File: src/rtl/dmem_port_arbiter.sv
// Core-first arbiter sharing one synchronous data memory port between the core and a DMA master.
// Grant is combinational; the response returns one cycle later. `define DMEM_ARB_FAIRNESS_EN to enable the DMA starvation guard.
module dmem_port_arbiter #(
    parameter int STARVE_LIMIT = 4,
    parameter int ADDR_W       = 30
) (
    input  logic              clk,
    input  logic              rst_n,

    input  logic              c_req,
    input  logic              c_we,
    input  logic [ADDR_W-1:0] c_addr,
    input  logic [3:0]        c_wstrb,
    input  logic [31:0]       c_wdata,
    output logic              c_gnt,
    output logic              c_rvalid,
    output logic [31:0]       c_rdata,
    output logic              c_fault,

    input  logic              d_req,
    input  logic              d_we,
    input  logic [ADDR_W-1:0] d_addr,
    input  logic [3:0]        d_wstrb,
    input  logic [31:0]       d_wdata,
    output logic              d_gnt,
    output logic              d_rvalid,
    output logic [31:0]       d_rdata,
    output logic              d_fault,

    output logic              m_en,
    output logic              m_we,
    output logic [ADDR_W-1:0] m_addr,
    output logic [3:0]        m_wstrb,
    output logic [31:0]       m_wdata,
    input  logic [31:0]       m_rdata,
    input  logic              m_fault
);

    typedef enum logic [1:0] {IDLE, RESP_C, RESP_D} owner_e;

    owner_e owner_q, owner_d;
    logic   rd_q, rd_d;
    logic   force_d;

    // Grants are held off during reset so nothing is accepted that reset would orphan.
    assign c_gnt = rst_n && c_req && !force_d;
    assign d_gnt = rst_n && d_req && (!c_req || force_d);
    assign m_en  = c_gnt | d_gnt;

    always_comb begin
        m_we    = 1'b0;
        m_addr  = '0;
        m_wstrb = '0;
        m_wdata = '0;
        if (c_gnt) begin
            m_we    = c_we;
            m_addr  = c_addr;
            m_wstrb = c_wstrb;
            m_wdata = c_wdata;
        end else if (d_gnt) begin
            m_we    = d_we;
            m_addr  = d_addr;
            m_wstrb = d_wstrb;
            m_wdata = d_wdata;
        end
    end

    always_comb begin
        owner_d  = IDLE;
        rd_d     = 1'b0;
        c_rvalid = 1'b0;
        c_rdata  = '0;
        c_fault  = 1'b0;
        d_rvalid = 1'b0;
        d_rdata  = '0;
        d_fault  = 1'b0;
        if (c_gnt) begin
            owner_d = RESP_C;
            rd_d    = !c_we;
        end else if (d_gnt) begin
            owner_d = RESP_D;
            rd_d    = !d_we;
        end
        // Write responses return zero data so stale memory output never leaks.
        case (owner_q)
            RESP_C: begin
                c_rvalid = 1'b1;
                c_rdata  = rd_q ? m_rdata : 32'h0;
                c_fault  = m_fault;
            end
            RESP_D: begin
                d_rvalid = 1'b1;
                d_rdata  = rd_q ? m_rdata : 32'h0;
                d_fault  = m_fault;
            end
            default: ;
        endcase
    end

    always_ff @(posedge clk) begin
        if (!rst_n) begin
            owner_q <= IDLE;
            rd_q    <= 1'b0;
        end else begin
            owner_q <= owner_d;
            rd_q    <= rd_d;
        end
    end

`ifdef DMEM_ARB_FAIRNESS_EN
    localparam logic [3:0] LIMIT = 4'(STARVE_LIMIT);

    logic [3:0] starve_cnt_q, starve_cnt_d;

    // Counts consecutive cycles the DMA master lost to the core.
    always_comb begin
        starve_cnt_d = starve_cnt_q;
        if (!d_req || d_gnt) begin
            starve_cnt_d = '0;
        end else if (c_req && starve_cnt_q != LIMIT) begin
            starve_cnt_d = starve_cnt_q + 4'd1;
        end
    end

    always_ff @(posedge clk) begin
        if (!rst_n) begin
            starve_cnt_q <= '0;
        end else begin
            starve_cnt_q <= starve_cnt_d;
        end
    end

    assign force_d = (starve_cnt_q == LIMIT);
`else
    // Keeps the limit parameter referenced when the guard is compiled out.
    logic [3:0] limit_unused;
    assign limit_unused = 4'(STARVE_LIMIT);
    assign force_d      = 1'b0;
`endif

endmodule

File: config.mk
export PLATFORM = sky130hd
export DESIGN_NAME = dmem_port_arbiter
export DESIGN_NICKNAME = d
export VERILOG_FILES = /design/src/rtl/dmem_port_arbiter.sv
export SDC_FILE = /design/constraint.sdc
export NUM_CORES = 1
export LEC_CHECK = 0
export ABC_AREA = 1
export CAP_MARGIN = 15
export CORE_AREA = 2 2 119 121
export DETAILED_ROUTE_END_ITERATION = 8
export DIE_AREA = 0 0 121 123
export PLACE_DENSITY_LB_ADDON = 0.08
export SLEW_MARGIN = 20
export SYNTH_ARGS = -nofsm -noshare
export SYNTH_HDL_FRONTEND = slang
export SYNTH_SLANG_ARGS = --single-unit
File: constraint.sdc
create_clock -name clk -period 2.4 [get_ports clk]
set_clock_uncertainty 0.15 [all_clocks]
set_input_delay 0.48 -clock clk [delete_from_list [all_inputs] [get_ports clk]]
set_output_delay 0.48 -clock clk [all_outputs]
set_load 0.03 [all_outputs]
; ---- After elaboration in Yosys (flattened, before gate mapping)
; Index checks and enable logic that the tools add are counted.
[classes]
bitwise_logic = 2
reduce_logical = 7
n_mux = 19
eq_ne = 2
[ops]
columns = cell, count
row1 = 2-to-1 mux 32 bit, 5
row2 = 2-to-1 mux 30 bit, 2
row3 = 2-to-1 mux 1 bit, 9
row4 = 2-to-1 mux 4 bit, 2
row5 = logical AND 1 bit, 3
row6 = logical NOT 1 bit, 3
row7 = equality test 2 x 1 -> 1 bit (second input constant), 1
row8 = equality test 2 bit (second input constant), 1
row9 = 2-to-1 mux 2 bit, 1
row10 = OR reduction 2 bit, 1
row11 = NOT 1 bit, 1
row12 = OR 1 bit, 1
[totals]
ff_bits = 3
inputBits = 171
wordCells = 33
output_inout_bits = 138

; ---- Longest topological paths before layout
; Gate-level depths: netlist (run 1).
[logic_depth]
depth_word = 4
depth_mapped = 6
mapped_depth_nobuf = 4

; ---- Worst setup path before layout (run 1)
; OpenSTA, ideal clock, no wires.
[synth_path]
path_type = register to output
start = register owner_q[1]
end = output c_rdata[23]
setup_slack_ps = 455
stages_incl_launch_ff = 5
required_ps = 1770
path_buffers = 1
t_arrival_ps = 1315
path_cell_list = dfxtp_1 inv_1 nand2_1 clkbuf_1 nor3_1
[synth_via]
elab_chain_cells = 2
[synth_lines]
columns = item, line
row1 = "start, declared", 41  ; owner_e owner_q, owner_d;
row2 = "start signal, assigned", 105  ; owner_q <= owner_d;
row3 = equality test 2 x 1 -> 1 bit, 85  ; case (owner_q)
row4 = 2-to-1 mux 32 bit, 85
row5 = "end, declared", 17  ; output logic [31:0] c_rdata,
; No other way between the ends.

; ---- Worst setup path after layout (run 1)
[layout_path]
start = register rd_q
end = output c_rdata[0]
[layout_via]
elab_chain_cells = 2
[layout_lines]
columns = item, line
row1 = "start, declared", 42  ; logic rd_q, rd_d;
row2 = "start signal, assigned", 106  ; rd_q <= rd_d;
row3 = 2-to-1 mux 32 bit, 88  ; c_rdata = rd_q ? m_rdata : 32'h0;
row4 = 2-to-1 mux 32 bit, 85
; No other way between the ends.

==> impl_metrics.csv, run 1 <==
group,metric,value,unit
global_route,grt_pass1_vias,2884,
sta,final.setup.tns,0,ns
cts,clock_path_buffers,2,
final_layout,drive_gt1_frac,0.259,
synthesis,synth_cells,348,
route,vias,3180,
route,initialDrtViolationCount,63,
worst_setup_path,worstPathArrival,1.66,ns
power,ir_drop,133,uV
power,power.leakage,2.52,nW
worst_setup_path,setup.worst_path.end,"c_rdata[0]",
cts,cts_root_buffer,"clkbuf_16",
route,first_pass_iters,6,
worst_setup_path,critPathMaxFanout,64,
floorplan,row_count,43,
route,final_antenna_net_count,0,
floorplan,die_h,123,um
worst_setup_path,worstPathCellList,"inv_2 -> nor3_1 -> buf_4",
global_route,gr-total-overflow,0,
worst_setup_path,cp.required,1.77,ns
route,drt-wirelength-per-cell,12.5,um
run,drv_cap,0,
global_route,grt_pass1_wl,14500,um
sta,rsz0062_at_grt,"no",
synthesis,avgSynthCellArea,4.26,um^2
sta,worst_pin_slew,0.997,ns
final_layout,layout.cell_area.non_filler,0.00488,mm^2
synthesis,ys_seq_area_frac,0.0405,
worst_setup_path,critical_path.max_stage_delay,0.70,ns
final_layout,final_cell_mix,"nand2_1 (203), clkdlybuf4s50_1 (169), buf_4 (129)",
cts,numCtsBuffers,3,
worst_setup_path,startpoint_type,"flop",
place,placed_area,0.00453,mm^2
worst_setup_path,critPathTopFamily,"buffers and inverters",
place,gp_congestion,0.743,
synthesis,yosysTopAreaCell,"nand2_1",
cts,cts_tree,"yes",
route,route.detailed.vias_per_inst,3.80,
sta,finalCritPeriodShare,0.953,
final_layout,final_cells,837,
cts,hold_buffers,0,
cts,htreeDepth,1,
worst_setup_path,path_class,"reg2out",
global_route,antenna_found_initial,1,
global_route,track_usage,0.123,
synthesis,synth_seq_cells,3,
worst_setup_path,end_kind,"output port",
synthesis,synth_nets,519,
final_layout,area_growth,230,%
synthesis,yosysUniqueCellTypes,12,
sta,finalHoldViolations,0,
place,portBuffers,308,
place,hpwlAfterDp,8400,um
cts,clkTransAtPathRegs,0.03,ns
floorplan,core-area,0.0136,mm^2
worst_setup_path,cp.depth,3,
sta,slew_headroom,0.334,
power,cellPowerDensity,236,mW/mm^2
synthesis,syn-cell-area,0.00148,mm^2
route,totalWireLength,10500,um
synthesis,synthTopCellsByArea,"nand2_1 (53%), nor3_1 (22%), inv_1 (10%)",
worst_setup_path,cp_slowest_cell,"inv_2",
floorplan,start_util,0.109,
sta,timing.fmax,0.437,GHz
final_layout,mostFrequentLayoutCell,"nand2_1",
sta,slew_violations,0,
floorplan,dieWidth,121,um
final_layout,final_util,0.359,
run_status,status,"finished, final reports clean",
final_layout,final_nets,828,
floorplan,ios,309,
worst_setup_path,critPathLaunch,"rd_q$_SDFF_PN0_",
place,post-place-cells,822,
worst_setup_path,critPathBufInv,2,
sta,min_period,2.29,ns
cts,clkSinkCount,3,
global_route,grt_max_degree,65,
synthesis,synth_top_area_share,0.530,
synthesis,ys_warn_count,0,
route,drc_errors,0,
floorplan,die_area,0.0149,mm^2
min_path,hp-class,"in2reg",
sta,setup_violations,0,
[where the power goes]
part | leakage (nW) | total (mW) | switching [mW] | internal, mW
Combinational | 2.46 | 0.831 | 0.385 | 0.447
Sequential | 0.0248 | 0.0539 | 0.00107 | 0.0529
Clock | 0.0382 | 0.266 | 0.0471 | 0.219
[sequential cells by signal, summed over array words and instances (netlist names)]
name     cells
owner_q      2
rd_q         1
[metrics by stage]
step	total power [mW]	setup slack (ns)	hold slack [ns]
floorplan	0.375	0.455	0.402
detailed placement	0.847	-0.0512	0.930
finish	1.15	0.113	0.506
global placement	0.846	-0.0496	0.926
global route	1.22	0.0136	0.519
CTS	1.14	0.00721	0.517
[how the worst min path moves through the flow]
stage / slack, ns / to / startpoint / depth (start not counted)
after floorplan: 0.40 / owner_q[1]$_SDFF_PP0_ / c_req / 1
after detailed placement: 0.93 / rd_q$_SDFF_PN0_ / d_we / 4
final: 0.51 / owner_q[1]$_SDFF_PP0_ / d_req / 4
after global placement: 0.93 / rd_q$_SDFF_PN0_ / d_we / 4
after global routing: 0.52 / owner_q[1]$_SDFF_PP0_ / c_req / 2
after CTS: 0.52 / owner_q[1]$_SDFF_PP0_ / c_req / 2
[final cells by class]
cell class | instances | area, um^2
Antenna cell | 1 | 2.50
Timing Repair Buffer | 330 | 3220
Inverter | 42 | 158
Clock buffer | 4 | 78.8
Multi-Input combinational cell | 277 | 1140
Sequential cell | 3 | 60.1
Fill cell | 1473 | 8730
Tap cell | 180 | 225
[cells by family after synthesis]
| group | after synthesis | synth area share |
|---|---|---|
| buffers and inverters | 68 | 0.198 |
| DFF | 3 | 0.0405 |
| and+or+nand+nor | 277 | 0.761 |
[timing repair]
item | CTS | global route
setup buffers | 3 | 0
endpoints found under the setup margin | 65 | 67
endpoints found under the hold margin | 0 | 0
resized for setup | 12 | 12
cloned | 2 | 5
pin swaps | 1 | 3
[layer usage]
metal  vias up  part of all wire  track usage
met2       174              0.55        0.255
li1       1667                 -            -
met4         0             0.014       0.0356
met3         8              0.11       0.0369
met1      1331              0.33        0.113
met5         -                 0            0
[synthesized netlist by cell type, drive strengths merged]
cell type  count
buf           16
clkbuf        10
dfxtp          3
inv           42
nand2        209
nor2           4
nor3          64
Power figures use the tool's default switching activity.
==> run 2, diff against run 1 <==
--- a/config.mk
+++ b/config.mk
@@ -11,6 +11,7 @@
 export DETAILED_ROUTE_END_ITERATION = 8
 export DIE_AREA = 0 0 121 123
 export PLACE_DENSITY_LB_ADDON = 0.08
+export SKIP_CTS_REPAIR_TIMING = 1
 export SLEW_MARGIN = 20
 export SYNTH_ARGS = -nofsm -noshare
 export SYNTH_HDL_FRONTEND = slang
==> run 2 against run 1 <==
  * Routed wire length down 3.1%
  * Core utilization down 0.78 points
  * Critical path depth up 5
==> impl_metrics.csv, run 2 (same netlist as run 1, synthesis figures left out) <==
group,metric,value,unit
run_status,status,"finished, final reports clean",
floorplan,ios,309,
floorplan,row_count,43,
sta,finalCritPeriodShare,0.977,
worst_setup_path,path_class,"in2out",
floorplan,start_util,0.109,
route,totalWireLength,10100,um
power,cellPowerDensity,238,mW/mm^2
sta,slew_headroom,0.337,
sta,min_period,2.35,ns
place,post-place-cells,822,
worst_setup_path,cp.required,1.77,ns
sta,layout_setup_ws,0.0546,ns
final_layout,n_antenna_cell,0,
route,vias,3129,
final_layout,largest_register,"owner_q",
worst_setup_path,end_kind,"output port",
route,route.detailed.vias_per_inst,3.77,
place,portBuffers,308,
floorplan,core-area,0.0136,mm^2
sta,finalHoldViolations,0,
sta,worst_pin_slew,0.993,ns
global_route,grt_max_degree,65,
final_layout,final_cells,829,
place,gp_congestion,0.743,
global_route,antenna_found_initial,0,
global_route,grt_pass1_vias,2833,
worst_setup_path,critPathMaxFanout,14,
place,dp_worst_setup_slack,-0.0512,ns
power,ir_drop,131,uV
sta,final.setup.tns,0,ns
global_route,grt_pass1_wl,14100,um
route,first_pass_iters,4,
final_layout,mostFrequentLayoutCell,"nand2_1",
sta,setup_violations,0,
cts,clkSinkCount,3,
final_layout,area_growth,223,%
sta,slew_violations,0,
final_layout,largest_reg_flops,2,
floorplan,dieWidth,121,um
cts,clock_path_buffers,2,
power,total_power,1.14,mW
route,final_antenna_net_count,0,
route,initialDrtViolationCount,59,
final_layout,final_nets,821,
min_path,hp-class,"in2reg",
cts,cts_root_buffer,"clkbuf_16",
final_layout,seq_area,60.1,um^2
sta,hold_ws,0.407,ns
run,drv_cap,0,
power,power.leakage,2.46,nW
floorplan,die_area,0.0149,mm^2
global_route,track_usage,0.118,
floorplan,die_h,123,um
sta,timing.fmax,0.426,GHz
route,drt-wirelength-per-cell,12.2,um
final_layout,multi_input_area,0.00114,mm^2
final_layout,reg.largest.list,"owner_q x2, rd_q x1",
sta,rsz0062_at_grt,"yes",
cts,htreeDepth,1,
worst_setup_path,startpoint_type,"primary input",
place,hpwlAfterDp,8400,um
final_layout,drive_gt1_frac,0.251,
global_route,gr-total-overflow,0,
final_layout,final_cell_mix,"nand2_1 (203), clkdlybuf4s50_1 (170), buf_4 (117)",
final_layout,fillers,1464,
cts,clkTransAtPathRegs,0.03,ns
route,drc_errors,0,
cts,numCtsBuffers,3,
cts,cts_tree,"yes",
worst_setup_path,worstPathArrival,1.72,ns
==> run 2: cell types whose count changed in the layout (fill, tap and decap cells not counted), sizes merged <==
| cell | previous run | this run |
|---|---|---|
| clkbuf | 8 | 6 |
| diode | 1 | 0 |
| clkdlybuf4s50 | 169 | 170 |
| bufbuf | 1 | 0 |
| buf | 153 | 149 |
| dlygate4sd2 | 2 | 0 |
| dlymetal6s2s | 1 | 2 |
==> run 2: layer usage <==
| layer | track usage | share of wire | up-vias |
|---|---|---|---|
| li1 | - | - | 1648 |
| met1 | 0.104 | 0.33 | 1302 |
| met2 | 0.249 | 0.55 | 171 |
| met3 | 0.0378 | 0.11 | 8 |
| met4 | 0.0356 | 0.015 | 0 |
| met5 | 0 | 0 | - |
==> run 2: power breakdown <==
group	leakage [nW]	switching, mW	internal (mW)
Clock	0.0382	0.0468	0.219
Combinational	2.40	0.382	0.436
Sequential	0.0248	0.00107	0.0529
Total	2.46	0.430	0.708
==> run 2: cell type report <==
class | instances | area share
repair buffers | 323 | 0.651
multi-input cells | 277 | 0.239
well taps | 180 | 0.0471
inverters | 42 | 0.0335
clock buffers | 4 | 0.0165
flip-flops and latches | 3 | 0.0126
==> run 2: stage by stage <==
stage,util,area (um^2)
6_report,0.351,4780
5_1_grt,0.351,4780
4_1_cts,0.338,4610
3_5_place_dp,0.333,4530
3_3_place_gp,0.333,4530
2_1_floorplan,-,1480
==> run 2: worst max-delay path: stages <==
cell and delay (ns):
clkdlybuf4s50_1 0.47, nand2_2 0.07, nor2_4 0.12, buf_12 0.14, clkbuf_16 0.16, nand2_1 0.05, nand2_1 0.06, buf_4 0.16
==> run 2: final timing paths <==
kind	start	endpoint	slack [ns]	cells after the start
worst max-delay path	d_req	m_addr[2]	0.05	8
worst min-delay path	c_req	owner_q[1]$_SDFF_PP0_	0.41	2
==> run 3, diff against run 2 <==
--- a/config.mk
+++ b/config.mk
@@ -10,7 +10,6 @@
 export CORE_AREA = 2 2 119 121
 export DETAILED_ROUTE_END_ITERATION = 8
 export DIE_AREA = 0 0 121 123
-export PLACE_DENSITY_LB_ADDON = 0.08
 export SKIP_CTS_REPAIR_TIMING = 1
 export SLEW_MARGIN = 20
 export SYNTH_ARGS = -nofsm -noshare
==> run 3 against run 2 <==
  * Hold slack gained 0.0022 ns
  * Via count rose by 2.4%
  * Die area did not move
  * Routed wire length grew 13%
  * Critical path depth is 4 lower
  * Cell area grew 5.2%
  * Count of clock-buffer cells in the layout did not move
  * Core utilization grew 1.8 points
  * Non-clock buffer count increased by 13
  * Maximum frequency up 2.8%
  * Flip-flop and latch count stayed put
  * Worst setup slack gained 0.064 ns
  * Critical path type is now reg2out
  * Critical endpoint is now d_rdata[0]
==> impl_metrics.csv, run 3 (same netlist as run 1, synthesis figures left out) <==
group,metric,value,unit
cts,cts_tree,"yes",
worst_setup_path,critPathMaxFanout,47,
floorplan,die_area,0.0149,mm^2
place,dp_worst_setup_slack,-0.103,ns
route,vias,3205,
power,power.leakage,2.58,nW
final_layout,fillers,1518,
min_path,hp-class,"in2reg",
worst_setup_path,path_class,"reg2out",
sta,finalCritPeriodShare,0.951,
final_layout,seq_area,60.1,um^2
global_route,grt_max_degree,50,
final_layout,largest_register,"owner_q",
worst_setup_path,worstPathArrival,1.65,ns
global_route,gr-total-overflow,0,
sta,timing.fmax,0.438,GHz
route,route.detailed.vias_per_inst,3.80,
floorplan,ios,309,
sta,final.setup.tns,0,ns
floorplan,die_h,123,um
final_layout,final_cell_mix,"nand2_1 (199), clkdlybuf4s50_1 (169), buf_4 (123)",
place,hpwlAfterDp,9150,um
floorplan,start_util,0.109,
global_route,antenna_found_initial,2,
global_route,grt_pass1_wl,15100,um
final_layout,area_growth,239,%
cts,cts_root_buffer,"clkbuf_16",
global_route,track_usage,0.127,
route,met3_length,1210,um
route,routed-wl-met2,5950,um
sta,slew_violations,0,
cts,clock_path_buffers,2,
sta,slew_headroom,0.489,
power,cellPowerDensity,238,mW/mm^2
floorplan,core-area,0.0136,mm^2
final_layout,final_cells,844,
final_layout,final_util,0.369,
power,ir_drop,129,uV
sta,layout_setup_ws,0.119,ns
route,drc_errors,0,
final_layout,multi_input_area,0.00115,mm^2
route,maxUsedRoutingLayer,"met4",
sta,worst_pin_slew,0.766,ns
power,total_power,1.20,mW
global_route,grt_pass1_vias,2944,
cts,htreeDepth,1,
route,first_pass_iters,6,
route,final_antenna_net_count,0,
sta,finalHoldViolations,0,
place,post-place-cells,828,
worst_setup_path,startpoint_type,"flop",
final_layout,final_nets,834,
route,totalWireLength,11500,um
sta,min_period,2.28,ns
worst_setup_path,end_kind,"output port",
run_status,status,"finished, final reports clean",
final_layout,drive_gt1_frac,0.272,
final_layout,mostFrequentLayoutCell,"nand2_1",
sta,rsz0062_at_grt,"no",
worst_setup_path,cp.required,1.77,ns
route,initialDrtViolationCount,59,
route,drt-wirelength-per-cell,13.6,um
cts,clkTransAtPathRegs,0.04,ns
place,gp_congestion,0.760,
sta,setup_violations,0,
run,drv_cap,0,
cts,clkSinkCount,3,
final_layout,largest_reg_flops,2,
place,portBuffers,308,
final_layout,reg.largest.list,"owner_q x2, rd_q x1",
floorplan,dieWidth,121,um
route,wl_met1,4290,um
floorplan,row_count,43,
cts,numCtsBuffers,3,
[run 3: cell types whose count changed in the layout (fill, tap and decap cells not counted), sizes merged]
| cell | before | now |
|---|---|---|
| buf | 149 | 157 |
| clkbuf | 6 | 11 |
| clkdlybuf4s50 | 170 | 169 |
| dlymetal6s2s | 2 | 3 |
| diode | 0 | 2 |
[run 3: path summary, 6_finish.rpt]
kind                        start                    end  slack (ns)  depth (start not counted)
setup / recovery  rd_q$_SDFF_PN0_             d_rdata[0]        0.12                          4
hold / removal              c_req  owner_q[1]$_SDFF_PP0_        0.41                          2
[run 3: final cells by class]
class                           count  area share
Antenna cell                        2    0.000996
Timing Repair Buffer              336       0.666
Tap cell                          180      0.0448
Sequential cell                     3      0.0120
Inverter                           42      0.0314
Clock buffer                        4      0.0157
Multi-Input combinational cell    277       0.229
[run 3: per-layer routing]
layer | up-vias | global-route usage
li1 | 1676 | -
met1 | 1350 | 0.139
met2 | 177 | 0.241
met3 | 2 | 0.0498
met4 | 0 | 0.00654
met5 | - | 0
[run 3: power breakdown]
part	switching [mW]	total, mW	internal (mW)	leakage [nW]
sequential	0.00101	0.0538	0.0528	0.0248
combinational	0.404	0.870	0.466	2.51
clock	0.0547	0.275	0.220	0.0382
total	0.459	1.20	0.739	2.58
[run 3: critical path: stages (launching register included)]
cell,delay [ns]
dfxtp_1,0.29
inv_2,0.54
buf_4,0.31
nor3_1,0.08
buf_4,0.18
[run 3: through the flow]
step                hold WS (ns)  cell area (um^2)
CTS                        0.721              4710
finish                     0.409              5020
detailed placement         0.958              4640
global placement           0.972              4640
floorplan                  0.402              1480
global route               0.420              5020
